===== src/rtl/csa_pkg.sv =====
// Shared definitions for the pipelined carry-select adder/subtractor.
// Holds the reference result type and the golden arithmetic model.
package csa_pkg;

  localparam int CSA_MAXW = 64;

  typedef struct packed {
    logic [CSA_MAXW-1:0] sum;
    logic                carry;
    logic                ovf;
  } csa_res_t;

  // Golden {carry, sum, ovf} for an operation of the given width (1..64).
  function automatic csa_res_t csa_golden(input logic [CSA_MAXW-1:0] a,
                                          input logic [CSA_MAXW-1:0] b,
                                          input logic                cin,
                                          input logic                sub,
                                          input int                  width);
    logic [CSA_MAXW:0]   full;
    logic [CSA_MAXW-1:0] mask;
    logic [CSA_MAXW-1:0] am;
    logic [CSA_MAXW-1:0] be;
    csa_res_t            r;
    mask    = (width >= CSA_MAXW) ? '1 : ((64'(1) << width) - 64'(1));
    am      = a & mask;
    be      = (sub ? ~b : b) & mask;
    full    = {1'b0, am} + {1'b0, be} + 65'(sub | cin);
    r.sum   = full[CSA_MAXW-1:0] & mask;
    r.carry = full[width];
    r.ovf   = (am[width-1] == be[width-1]) && (r.sum[width-1] != am[width-1]);
    return r;
  endfunction

endpackage


===== src/rtl/csa_block.sv =====
// One carry-select block: both carry-in candidates are formed in parallel
// and the registered carry from the previous block picks one.
module csa_block #(
  parameter int BLK = 8
) (
  input  logic [BLK-1:0] i_a,
  input  logic [BLK-1:0] i_b,
  input  logic           i_cin_sel,
  output logic [BLK-1:0] o_sum,
  output logic           o_cout,
  output logic           o_cmsb
);

  logic [BLK:0] w_r0;
  logic [BLK:0] w_r1;

  assign w_r0   = {1'b0, i_a} + {1'b0, i_b};
  assign w_r1   = {1'b0, i_a} + {1'b0, i_b} + {{BLK{1'b0}}, 1'b1};
  assign o_sum  = i_cin_sel ? w_r1[BLK-1:0] : w_r0[BLK-1:0];
  assign o_cout = i_cin_sel ? w_r1[BLK]     : w_r0[BLK];
  // Carry into the MSB falls out of the MSB sum bit without a second adder.
  assign o_cmsb = o_sum[BLK-1] ^ i_a[BLK-1] ^ i_b[BLK-1];

endmodule


===== src/rtl/csa_pipe.sv =====
// Pipelined carry-select adder/subtractor, one BLK-bit block per stage,
// valid/ready stream with a single global stall enable.
module csa_pipe
  import csa_pkg::*;
#(
  parameter int WIDTH = 32,
  parameter int BLK   = 8
) (
  input  logic             clk,
  input  logic             rst,
  input  logic             in_valid,
  output logic             in_ready,
  input  logic [WIDTH-1:0] a,
  input  logic [WIDTH-1:0] b,
  input  logic             cin,
  input  logic             sub,
  output logic             out_valid,
  input  logic             out_ready,
  output logic [WIDTH-1:0] sum,
  output logic             carry,
  output logic             ovf
);

  localparam int NB = WIDTH / BLK;

  // Operands travel with the beat; slice k of s is filled in at stage k.
  typedef struct packed {
    logic             vld;
    logic [WIDTH-1:0] a;
    logic [WIDTH-1:0] b;
    logic [WIDTH-1:0] s;
    logic             c;
    logic             ovf;
  } stage_t;

  stage_t           r_stg [NB];
  stage_t           w_nxt [NB];
  logic             w_en;
  logic             w_acc;
  logic [WIDTH-1:0] w_beff;
  logic [BLK-1:0]   w_ba  [NB];
  logic [BLK-1:0]   w_bb  [NB];
  logic [BLK-1:0]   w_bs  [NB];
  logic             w_bci [NB];
  logic             w_bc  [NB];
  logic             w_bcm [NB];

  assign w_en     = !r_stg[NB-1].vld || out_ready;
  assign in_ready = w_en && !rst;
  assign w_acc    = in_valid && in_ready;
  assign w_beff   = sub ? ~b : b;

  generate
    for (genvar k = 0; k < NB; k++) begin : g_blk
      if (k == 0) begin : g_first
        assign w_ba[k]  = a[BLK-1:0];
        assign w_bb[k]  = w_beff[BLK-1:0];
        assign w_bci[k] = sub | cin;
      end else begin : g_rest
        assign w_ba[k]  = r_stg[k-1].a[k*BLK +: BLK];
        assign w_bb[k]  = r_stg[k-1].b[k*BLK +: BLK];
        assign w_bci[k] = r_stg[k-1].c;
      end
      csa_block #(.BLK(BLK)) u_blk (
        .i_a      (w_ba[k]),
        .i_b      (w_bb[k]),
        .i_cin_sel(w_bci[k]),
        .o_sum    (w_bs[k]),
        .o_cout   (w_bc[k]),
        .o_cmsb   (w_bcm[k])
      );
    end
  endgenerate

  always_comb begin
    for (int k = 0; k < NB; k++) w_nxt[k] = '0;
    w_nxt[0].vld          = w_acc;
    w_nxt[0].a            = a;
    w_nxt[0].b            = w_beff;
    w_nxt[0].s[BLK-1:0]   = w_bs[0];
    w_nxt[0].c            = w_bc[0];
    w_nxt[0].ovf          = w_bcm[0] ^ w_bc[0];
    for (int k = 1; k < NB; k++) begin
      w_nxt[k]                  = r_stg[k-1];
      w_nxt[k].s[k*BLK +: BLK]  = w_bs[k];
      w_nxt[k].c                = w_bc[k];
      w_nxt[k].ovf              = w_bcm[k] ^ w_bc[k];
    end
  end

  always_ff @(posedge clk) begin
    if (rst) begin
      for (int k = 0; k < NB; k++) r_stg[k] <= '0;
    end else if (w_en) begin
      for (int k = 0; k < NB; k++) r_stg[k] <= w_nxt[k];
    end
  end

  assign out_valid = r_stg[NB-1].vld;
  assign sum       = r_stg[NB-1].s;
  assign carry     = r_stg[NB-1].c;
  assign ovf       = r_stg[NB-1].ovf;

endmodule


===== config.mk =====
export PLATFORM = sky130hd
export DESIGN_NAME = csa_pipe
export DESIGN_NICKNAME = d
export VERILOG_FILES = /design/src/rtl/csa_pkg.sv /design/src/rtl/csa_block.sv /design/src/rtl/csa_pipe.sv
export SDC_FILE = /design/constraint.sdc
export NUM_CORES = 1
export LEC_CHECK = 0
export ABC_CLOCK_PERIOD_IN_PS = 17330
export CAP_MARGIN = 20
export CELL_PAD_IN_SITES_DETAIL_PLACEMENT = 0
export CELL_PAD_IN_SITES_GLOBAL_PLACEMENT = 2
export CORE_UTILIZATION = 44
export DETAILED_ROUTE_END_ITERATION = 10
export HOLD_SLACK_MARGIN = 0.03
export PLACE_DENSITY = 0.83
export SYNTH_ARGS = -nofsm -noshare
export SYNTH_HDL_FRONTEND = slang
export SYNTH_HIERARCHICAL = 1
export SYNTH_SLANG_ARGS = --single-unit

===== constraint.sdc =====
create_clock -name clk -period 17.33 [get_ports clk]
set_input_delay 1.733 -clock clk [delete_from_list [all_inputs] [get_ports clk]]
set_output_delay 1.733 -clock clk [all_outputs]
set_load 0.03 [all_outputs]

# == Yosys cells after proc, flatten, opt, wreduce, memory -nomap -nowiden ==
# Memories as Yosys holds them, arrays and structs flattened.
# Cells that the tools add are included.
# op_classes
n_reduce_logical,5
muxes,18
n_bitwise,18
n_addsub,8
# ops
cell,count
$mux 99,4
$add 8x8->9,4
$add 9x1->9 const B,4
$mux 32,1
$mux 8,4
$not 32->32,1
$xor 1x1->1,12
$mux 1,9
$or 1x1->1,5
$logic_and 1x1->1,2
$logic_not 1->1,2
$logic_or 1x1->1,1
# word_totals
word_cells,50
n_memories,1
ff_bits,0
ramBits,396
inputBits,70
out_inout_bits,36
# mem_list
memory,depth,word_bits,rd,rd_clocked_by_memory_dff,write_ports,line,text
r_stg,4,99,4,0,4,csa_pipe.sv:36,stage_t r_stg [NB];

# == Depth between registers and ports, before layout ==
# Gate-level depths: netlist (run 1).
# depth
ltp_word,9
mapped_depth,12
mapped_depth_nobuf,10

# == Cells and area by module ==
# The synthesis (run 1) kept the hierarchy.
# modules_own_cells
module,cells_each,seq_area_each_um2,n_inst,area_each_um2
csa_pipe,485,5555.3,1,8420.6
csa_block at g_blk[0].u_blk ...,62,0.0,3,506.7
csa_block at g_blk[2].u_blk,60,0.0,1,521.8

# == Least setup slack after synthesis (run 1) ==
# Ideal clock, no wire load.
# synth_timing
kind,input-to-reg
from,in rst
to,"mem r_stg[0][125] in the netlist's numbering, enable pin"
arrival_time_ns,6.562
required_ns,16.751
path_slack_ns,10.190
stages,3
path_buffers,2
setup_ns,0.579
cell_sequence,buf_2 > buf_2 > nand2b_1
# synth_rtl
item,line,text
"start, declared",csa_pipe.sv:10,"input logic rst,"
"end, declared",csa_pipe.sv:36,

# == Final worst setup path (run 1) ==
# layout_timing
from,in out_ready
to,out in_ready
# layout_between
elab_chain_len,2
# layout_lines
item,line,text
"start, declared",csa_pipe.sv:18,"input logic out_ready,"
$logic_or 1x1->1,csa_pipe.sv:48,assign w_en = !r_stg[NB-1].vld || out_ready;
$logic_and 1x1->1,csa_pipe.sv:49,assign in_ready = w_en && !rst;
"end, declared",csa_pipe.sv:12,"output logic in_ready,"
# No other way between the ends.

==> results of run 1 <==
area by class of cell:
class | instances | share of cell area [%]
sequential | 185 | 46.7
multi-input combinational | 455 | 35.5
timing repair buffer | 112 | 9.43
clock buffer | 17 | 3.58
tap | 313 | 3.29
clock inverter | 15 | 1.35
inverter | 5 | 0.158
antenna | 1 | 0.0210
power by group through the flow:
| stage | Clock (uW) | Combinational [uW] | Sequential (uW) |
|---|---|---|---|
| 2_1_floorplan | 0 | 135 | 548 |
| 3_3_place_gp | 0 | 170 | 550 |
| 3_5_place_dp | 0 | 174 | 551 |
| 4_1_cts | 391 | 176 | 542 |
| 5_1_grt | 410 | 190 | 545 |
| 6_report | 383 | 174 | 541 |
critical path, delay by kind of cell:
| kind | cells | cell delay, ns |
|---|---|---|
| buffers and inverters | 3 | 1.59 |
| AND/OR/NAND/NOR | 2 | 0.19 |
per-stage QoR:
step                power [uW]  util [%]  setup WS, ns
floorplan                  683         -         10.19
finish                    1100      52.1         12.03
CTS                       1110      51.9         12.01
global route              1150      52.1         11.88
detailed placement         726      49.4         11.99
global placement           720      49.4         12.00
metal layers:
layer  vias up  global-route usage [%]
met5         -                       0
met4         2                    5.56
met3        18                    3.31
met2        87                    24.6
met1      2727                    19.0
li1       2762                       -
worst min-delay path by stage:
stage               cells past startpoint                     endpoint  slack (ns)
floorplan                               1  r_stg[0][125]$_SDFFCE_PN0P_        0.54
global placement                        1  r_stg[0][295]$_SDFFCE_PN0P_        0.54
detailed placement                      1  r_stg[0][295]$_SDFFCE_PN0P_        0.55
CTS                                     1  r_stg[0][178]$_SDFFCE_PN0P_        0.56
global route                            1  r_stg[0][178]$_SDFFCE_PN0P_        0.59
finish                                  1  r_stg[0][178]$_SDFFCE_PN0P_        0.56
==> qor.csv, run 1 <==
stage,metric,value,unit
worst_setup_path,most frequent CP cell,clkdlybuf4s50_1,
power,part of the power in the clock network,34.9,%
worst_setup_path,Critical Path End,in_ready,
worst_setup_path,WP data required,15.60,ns
worst_setup_path,crit path from,out_ready,
detailed_routing,DR iter-0 viols,346,
power,worst vdd ir,0.0000487,V
detailed_routing,per-cell routed wire length,15.6,um
placed_design,dpl hpwl,11.0,mm
die,Die W,155,um
layout,max reg flops,185,
layout,Fillers,1892,
synth,number of synthesis warnings,6,
placed_design,Area after DPL,11300,um2
synth,Syn Inst Count,723,
layout,"commonest non-fill, non-tap cell in the layout",edfxtp_1,
timing,Setup-failing EPs final,0,
die,die area,24200,um2
detailed_routing,met2 WL,8.54,mm
timing,fin crit period,5.30,ns
timing,slew margin rel.,25.3,%
timing,Max Slew Vio Count,0,
cts,hold-fix buffers at CTS,0,
grt,largest net degree at the start of global routing,105,
min_path,HP Class,reg -> reg,
power,PD cells,92.3,nW/um2
layout,largest registers,r_stg (185),
cts,H-tree levels,4,
power,internal cell power,824,uW
timing,unrepaired setup endpoints after global routing,no,
timing,Final Hold Violating Endpoints,0,
placed_design,Cells after DPL,1069,
cts,CTS Buffer Depth,2,
worst_setup_path,Reg-to-Reg End,r_stg[0][166]$_SDFFCE_PN0P_,
cts,Worst-Skew Late Latency,0.43,ns
cts,post-cts sizing count,0,
detailed_routing,DRC Markers,0,
worst_setup_path,crit end category,output pin,
power,P_sw,275,uW
cts,CTS buffer count,17,
die,Cell Rows,55,
cts,Clock Sinks,185,
cts,root buf cell,clkbuf_16,
grt,first-pass GRT wire length,28.2,mm
layout,FF/Latch Area,5560,um2
detailed_routing,vias per cell,5.07,
layout,multi-input logic area,4220,um2
worst_setup_path,Reg2Reg Setup Slack,13.82,ns
detailed_routing,max layer used,met5,
worst_setup_path,startpoint types,input pin,
detailed_routing,DR vias,5596,
detailed_routing,TritonRoute pass-1 iters,4,
timing,Setup Skew,0.0129,ns
worst_setup_path,"Slowest-stage cell, CP",clkdlybuf4s50_1,
timing,Slew @ Worst Pin,1.12,ns
placed_design,port buffer count,105,
grt,vias in the first global route,5647,
grt,total gr overflow,0,
die,die height,155,um
grt,initial antenna violation count,2,
timing,fin crit share,30.6,%
min_path,hold path start,r_stg[0][79]$_SDFFCE_PN0P_,
detailed_routing,DR WL met3,594,um
worst_setup_path,CP max stage delay,0.63,ns
worst_setup_path,Critical Path AT,3.57,ns
timing,hold_ws,0.559,ns
layout,most frequent cells in the layout,"edfxtp_1, nor3b_2, clkdlybuf4s50_1",
power,net switching fraction of the power,25.0,%
run,max-cap viol count,0,
layout,layout cells sized above 1,24.5,%
power,Gate power share,15.9,%
layout,Post-Layout Cell Count,1103,
power,leakage,0.00458,uW
cts,CTS tree,done,
synth,Post-Synthesis Cell Area,10400,um2
synth,Synth Area per Inst,14.3,um2
layout,# nets final,886,
worst_setup_path,Crit Path Class,in -> out,
layout,"Design Area, Final",11900,um2
worst_setup_path,CP max FO,47,
worst_setup_path,RR Startpoint,r_stg[0][371]$_SDFFCE_PN0P_,
grt,gr usage total,14.9,%
worst_setup_path,CP Cell Sequence,clkdlybuf4s50_1 -> nor2b_4 -> buf_4 -> nor2_1 -> clkdlybuf4s50_1,
cts,Clock transition at path regs,0.08,ns
timing,Fmax,189,MHz
detailed_routing,Detail Route Antenna Nets,0,
layout,Syn-to-layout area delta,14.8,%
cts,postcts setup bufs,0,
die,Ports,106,
layout,Largest Register,r_stg,
die,initial core utilization,45.4,%
run_status,outcome,"complete, no violations",
die,Core Footprint,22800,um2
synth,syn_nets,833,
worst_setup_path,reg2reg path depth,5,
placed_design,global placement routability congestion,0.802,
timing,setup TNS,0,ns
detailed_routing,M1 WL,7.84,mm
power,sequential power share,49.2,%
detailed_routing,WL final,17.2,mm
Note: power is estimated with default switching activity, not from simulation.
==> run 2, diff against run 1 <==
--- a/config.mk
+++ b/config.mk
@@ -5,14 +5,14 @@
 export SDC_FILE = /design/constraint.sdc
 export NUM_CORES = 1
 export LEC_CHECK = 0
-export ABC_CLOCK_PERIOD_IN_PS = 17330
+export ABC_CLOCK_PERIOD_IN_PS = 4200
 export CAP_MARGIN = 20
 export CELL_PAD_IN_SITES_DETAIL_PLACEMENT = 0
 export CELL_PAD_IN_SITES_GLOBAL_PLACEMENT = 2
-export CORE_UTILIZATION = 44
+export CORE_UTILIZATION = 37
 export DETAILED_ROUTE_END_ITERATION = 10
 export HOLD_SLACK_MARGIN = 0.03
-export PLACE_DENSITY = 0.83
+export PLACE_DENSITY = 0.75
 export SYNTH_ARGS = -nofsm -noshare
 export SYNTH_HDL_FRONTEND = slang
 export SYNTH_HIERARCHICAL = 1
==> constraint.sdc (replaced) <==
create_clock -name clk -period 4.2 [get_ports clk]
set_input_delay 0.42 -clock clk [delete_from_list [all_inputs] [get_ports clk]]
set_output_delay 0.42 -clock clk [all_outputs]
set_load 0.03 [all_outputs]
==> run 2 against run 1 <==
  * Power grew to 4.0 times the previous value
  * Routed wire length is 1.1% higher
  * Core utilization is 8.2 points lower
  * Non-clock buffer count is 2 higher
  * Worst hold slack better by 0.0076 ns
  * Global-route usage is 2.1 points lower
  * Largest cell class unchanged
  * Highest routed layer is now met4
==> qor.csv, run 2 (synthesized netlist as in run 1, its figures left out) <==
stage,metric,value,unit,change
die,die height,169,um,+8.9%
timing,slew margin rel.,31.8,%,+6.5 points
timing,Final Hold Violating Endpoints,0,,unchanged
timing,Max Slew Vio Count,0,,unchanged
cts,postcts setup bufs,0,,unchanged
cts,Worst-Skew Late Latency,0.42,ns,about the same
grt,total gr overflow,0,,unchanged
power,internal cell power,3330,uW,+300%
grt,gr usage total,12.7,%,-2.1 points
worst_setup_path,CP max stage delay,0.42,ns,-0.21 ns
cts,CTS Buffer Depth,2,,unchanged
timing,hold_ws,0.567,ns,+0.00763 ns
layout,"commonest non-fill, non-tap cell in the layout",edfxtp_1,,
timing,Fmax,341,MHz,
die,Cell Rows,60,,+9.1%
layout,Syn-to-layout area delta,15.4,%,
power,leakage,0.00457,uW,-0.21%
timing,Setup-failing EPs final,0,,unchanged
worst_setup_path,Crit Path Class,reg -> reg,,
power,worst vdd ir,0.000244,V,+400%
worst_setup_path,Critical Path AT,3.06,ns,-0.51 ns
placed_design,pre-CTS setup slack,0.855,ns,-11.14 ns
detailed_routing,DR iter-0 viols,278,,-20%
cts,H-tree levels,4,,unchanged
worst_setup_path,most frequent CP cell,xnor2_1,,
placed_design,port buffer count,105,,unchanged
layout,most frequent cells in the layout,"edfxtp_1, nor3b_2, clkdlybuf4s50_1",,
power,P_sw,1100,uW,+300%
layout,Largest Register,r_stg,,
run_status,outcome,"complete, no violations",,
min_path,HP Class,reg -> reg,,
cts,root buf cell,clkbuf_16,,
worst_setup_path,CP max FO,3,,-94%
worst_setup_path,WP data required,4.32,ns,-11.28 ns
worst_setup_path,startpoint types,flop,,
timing,fin crit period,2.93,ns,
worst_setup_path,CP Cell Sequence,ha_1 -> fa_1 -> a21o_1 -> a21oi_1 -> xnor2_1 -> nand4_1 -> nor3_1 -> xnor2_1 -> xnor2_1 -> nor3_1,,
power,sequential power share,50.4,%,+1.2 points
detailed_routing,WL final,17.4,mm,+1.1%
layout,Fillers,2421,,+28%
layout,max reg flops,185,,unchanged
power,net switching fraction of the power,24.8,%,-0.15 points
cts,CTS tree,done,,
power,Gate power share,16.3,%,+0.4 points
grt,vias in the first global route,5779,,+2.3%
detailed_routing,DR vias,5506,,-1.6%
timing,Slew @ Worst Pin,1.02,ns,-0.0977 ns
layout,final core occ,43.9,%,-8.2 points
power,PD cells,371,nW/um2,+300%
detailed_routing,DRC Markers,0,,unchanged
die,Core Footprint,27300,um2,+19%
cts,CTS buffer count,17,,unchanged
grt,first-pass GRT wire length,28.9,mm,+2.5%
detailed_routing,TritonRoute pass-1 iters,5,,+1
worst_setup_path,CP bufs+invs,0,,-3
timing,unrepaired setup endpoints after global routing,no,,
run,max-cap viol count,0,,unchanged
die,Die W,169,um,+8.9%
worst_setup_path,crit end category,flop,,
layout,largest registers,r_stg (185),,
die,die area,28700,um2,+19%
detailed_routing,Detail Route Antenna Nets,0,,unchanged
layout,layout cells sized above 1,24.4,%,-0.062 points
placed_design,dpl hpwl,11.7,mm,+5.6%
die,Ports,106,,unchanged
timing,Setup Skew,0.0129,ns,-0.000000800 ns
detailed_routing,vias per cell,4.73,,-6.8%
layout,# nets final,888,,+0.23%
timing,fin crit share,69.9,%,
placed_design,Cells after DPL,1131,,+5.8%
cts,hold-fix buffers at CTS,0,,unchanged
layout,Post-Layout Cell Count,1164,,+5.5%
worst_setup_path,RR Startpoint,r_stg[0][264]$_SDFFCE_PN0P_,,
timing,setup ws final,1.27,ns,-10.76 ns
cts,Clock Sinks,185,,unchanged
worst_setup_path,cell family with most CP delay,adder cells,,
power,part of the power in the clock network,33.3,%,-1.6 points
worst_setup_path,"Slowest-stage cell, CP",fa_1,,
min_path,hold path start,r_stg[0][62]$_SDFFCE_PN0P_,,
cts,Clock transition at path regs,0.07,ns,about the same
placed_design,global placement routability congestion,0.817,,+1.9%
timing,setup TNS,0,ns,unchanged
grt,largest net degree at the start of global routing,110,,+4.8%
die,initial core utilization,38.0,%,-7.3 points
cts,post-cts sizing count,0,,unchanged
grt,initial antenna violation count,1,,-1
worst_setup_path,crit path from,r_stg[0][264]$_SDFFCE_PN0P_,,
detailed_routing,per-cell routed wire length,15.0,um,-4.2%
[run 2: cell types whose count changed in the layout (fill, tap and decap cells not counted), sizes merged]
cell / before / now
clkinvlp: 1 / 2
clkbuf: 18 / 20
inv: 11 / 12
bufinv: 1 / 0
clkinv: 7 / 4
buf: 8 / 10
[run 2: per-layer routing]
metal  vias to the layer above  wire length, um  share of wire [%]  track usage (%)
met3                         8              623                3.6             2.80
met5                         -                0                  0                0
met2                        89             8320                 48             21.0
met1                      2638             8360                 48             16.8
met4                         0              146               0.84             3.53
li1                       2771                -                  -                -
[run 2: metrics by stage]
step	power (uW)	cell area, um2
after floorplan	2820	10400
after global placement	2980	11400
after detailed placement	3000	11400
after CTS	4500	12000
after global routing	4640	12000
final	4430	12000
[run 2: power by group through the flow]
stage | logic, uW | clock network, uW | registers (uW)
5_1_grt | 789 | 1600 | 2250
4_1_cts | 733 | 1530 | 2230
2_1_floorplan | 558 | 0 | 2260
3_5_place_dp | 727 | 0 | 2270
3_3_place_gp | 714 | 0 | 2270
6_report | 723 | 1480 | 2230
[run 2: layout make-up]
cell class | instances | area [um2] | area share, %
Multi-Input combinational cell | 455 | 4220 | 35.3
Clock buffer | 19 | 433 | 3.62
Timing Repair Buffer | 114 | 1150 | 9.66
Tap cell | 372 | 465 | 3.89
Antenna cell | 1 | 2.50 | 0.0209
Sequential cell | 185 | 5560 | 46.4
Clock inverter | 13 | 108 | 0.900
Inverter | 5 | 18.8 | 0.157
[run 2: worst paths after layout]
kind | end | slack (ns) | depth (start not counted)
worst max register to register | r_stg[0][273]$_SDFFCE_PN0P_ | 1.27 | 10
worst min register to register | r_stg[0][161]$_SDFFCE_PN0P_ | 0.57 | 1
worst min-delay path | r_stg[0][161]$_SDFFCE_PN0P_ | 0.57 | 1
worst max-delay path | r_stg[0][273]$_SDFFCE_PN0P_ | 1.27 | 10
==> run 3, diff against run 2 <==
--- a/config.mk
+++ b/config.mk
@@ -5,14 +5,14 @@
 export SDC_FILE = /design/constraint.sdc
 export NUM_CORES = 1
 export LEC_CHECK = 0
-export ABC_CLOCK_PERIOD_IN_PS = 4200
+export ABC_CLOCK_PERIOD_IN_PS = 2700
 export CAP_MARGIN = 20
 export CELL_PAD_IN_SITES_DETAIL_PLACEMENT = 0
 export CELL_PAD_IN_SITES_GLOBAL_PLACEMENT = 2
-export CORE_UTILIZATION = 37
+export CORE_UTILIZATION = 41
 export DETAILED_ROUTE_END_ITERATION = 10
 export HOLD_SLACK_MARGIN = 0.03
-export PLACE_DENSITY = 0.75
+export PLACE_DENSITY = 0.78
 export SYNTH_ARGS = -nofsm -noshare
 export SYNTH_HDL_FRONTEND = slang
 export SYNTH_HIERARCHICAL = 1
==> constraint.sdc (replaced) <==
create_clock -name clk -period 2.7 [get_ports clk]
set_input_delay 0.27 -clock clk [delete_from_list [all_inputs] [get_ports clk]]
set_output_delay 0.27 -clock clk [all_outputs]
set_load 0.03 [all_outputs]
==> run 3 against run 2 <==
  * Critical endpoint is now r_stg[0][274]$_SDFFCE_PN0P_
  * Worst hold slack worse by 0.12 ns
  * Largest power group unchanged
  * Clock power rose by 76%
  * Die area down 9.6%
  * Largest cell class unchanged
==> qor.csv, run 3 (synthesized netlist as in run 1, its figures left out) <==
stage,metric,value,unit,change
worst_setup_path,CP max FO,3,,unchanged
cts,CTS buffer count,17,,unchanged
detailed_routing,DR iter-0 viols,380,,+37%
worst_setup_path,Reg2Reg Setup Slack,0.08,ns,-1.19 ns
grt,total gr overflow,0,,unchanged
timing,fin crit share,97.1,%,+27 points
cts,CTS tree,done,,
timing,setup ws final,0.0789,ns,-1.19 ns
detailed_routing,Detail Route Antenna Nets,0,,unchanged
timing,fin crit period,2.62,ns,-0.313 ns
cts,Clock Sinks,185,,unchanged
run_status,outcome,"complete, no violations",,
worst_setup_path,crit end category,flop,,
timing,unrepaired setup endpoints after global routing,yes,,
placed_design,Area after DPL,11600,um2,+1.8%
die,Ports,106,,unchanged
layout,most frequent cells in the layout,"edfxtp_1, nor3b_2, clkdlybuf4s50_1",,
die,Core Footprint,24500,um2,-10%
die,die height,161,um,-4.9%
cts,Clock transition at path regs,0.08,ns,about the same
timing,Max Slew Vio Count,0,,unchanged
placed_design,global placement routability congestion,0.792,,-3.1%
die,die area,25900,um2,-9.6%
grt,vias in the first global route,5782,,+0.052%
min_path,HP Class,in -> reg,,
timing,Fmax,382,MHz,+12%
detailed_routing,DRC Markers,0,,unchanged
placed_design,port buffer count,105,,unchanged
timing,Final Hold Violating Endpoints,0,,unchanged
detailed_routing,vias per cell,4.98,,+5.4%
cts,CTS Buffer Depth,2,,unchanged
worst_setup_path,reg2reg path depth,9,,-1
power,PD cells,591,nW/um2,+59%
cts,hold-fix buffers at CTS,0,,unchanged
layout,# nets final,917,,+3.3%
cts,root buf cell,clkbuf_16,,
timing,setup TNS,0,ns,unchanged
layout,layout cells sized above 1,29.8,%,+5.4 points
run,max-cap viol count,0,,unchanged
power,worst vdd ir,0.000351,V,+44%
placed_design,pre-CTS setup slack,-0.269,ns,-1.12 ns
grt,initial antenna violation count,1,,unchanged
grt,gr usage total,13.8,%,+1.1 points
power,leakage,0.00479,uW,+4.8%
detailed_routing,TritonRoute pass-1 iters,5,,unchanged
layout,"Design Area, Final",12300,um2,+3.2%
detailed_routing,DR vias,5702,,+3.6%
worst_setup_path,Crit Path Class,reg -> reg,,
min_path,Hold Path Depth,2,,+1
layout,"commonest non-fill, non-tap cell in the layout",edfxtp_1,,
worst_setup_path,startpoint types,flop,,
grt,first-pass GRT wire length,28.6,mm,-0.98%
layout,ANT cells,0,,-1
cts,H-tree levels,4,,unchanged
cts,Worst-Skew Late Latency,0.43,ns,about the same
layout,max reg flops,185,,unchanged
layout,Syn-to-layout area delta,19.1,%,
grt,largest net degree at the start of global routing,98,,-11%
timing,slew margin rel.,57.3,%,+25 points
layout,Largest Register,r_stg,,
detailed_routing,per-cell routed wire length,15.1,um,+0.94%
worst_setup_path,Critical Path AT,2.79,ns,-0.27 ns
placed_design,dpl hpwl,11.3,mm,-2.8%
layout,largest registers,r_stg (185),,
die,Die W,161,um,-4.9%
timing,Slew @ Worst Pin,0.640,ns,-0.382 ns
timing,Setup-failing EPs final,0,,unchanged
worst_setup_path,WP data required,2.86,ns,-1.46 ns
die,Cell Rows,57,,-5.0%
die,initial core utilization,42.2,%,+4.2 points
detailed_routing,WL final,17.3,mm,-0.79%
timing,Setup Skew,0.0174,ns,+0.00447 ns
[run 3: stage by stage]
| step | std cells | util, % | total power (uW) | hold WS [ns] |
|---|---|---|---|---|
| floorplan | 723 | - | 4390 | 0.509 |
| global placement | 1111 | 47.4 | 4730 | 0.540 |
| detailed placement | 1111 | 47.4 | 4750 | 0.550 |
| CTS | 1144 | 50.1 | 7370 | 0.437 |
| global route | 1144 | 50.3 | 7600 | 0.456 |
| finish | 1144 | 50.3 | 7290 | 0.444 |
[run 3: critical path, cell delays in order (launching register included)]
cell      delay, ns
edfxtp_1       0.45
ha_1           0.30
a21o_1         0.18
and4_1         0.23
o211ai_1       0.17
or3b_4         0.44
nor4b_4        0.15
xnor2_2        0.16
buf_4          0.14
nor3b_2        0.14
[run 3: final cells by class]
cell class	instances	area (um2)
repair buffers	143	1420
clock inverters	15	201
clock buffers	17	425
flip-flops and latches	185	5560
fillers	2117	12200
well taps	324	405
inverters	5	18.8
multi-input cells	455	4310
[run 3: metal layers]
layer	vias up	share of wire, %	track usage [%]
met5	-	0.075	0
met4	2	0.93	4.25
met3	18	4.5	3.54
met2	95	49	22.7
met1	2771	46	18.0
li1	2816	-	-
[run 3: path summary, 6_finish.rpt]
kind,startpoint,endpoint
min reg2reg,r_stg[0][80]$_SDFFCE_PN0P_,r_stg[0][179]$_SDFFCE_PN0P_
min,rst,r_stg[0][25]$_SDFFCE_PN0P_
max reg2reg,r_stg[0][233]$_SDFFCE_PN0P_,r_stg[0][274]$_SDFFCE_PN0P_
max,r_stg[0][233]$_SDFFCE_PN0P_,r_stg[0][274]$_SDFFCE_PN0P_
[run 3: what timing repair did]
action,in CTS,in global routing
pin swaps,4,9
resized for setup,4,14
endpoints found under the setup margin,3,7
setup buffers,1,0
[run 3: report_power, final]
part | internal, uW | leakage [uW] | total, uW | switching [uW]
clock | 1420 | 0.000304 | 2610 | 1180
sequential | 3410 | 0.00220 | 3470 | 65.0
combinational | 645 | 0.00229 | 1210 | 570
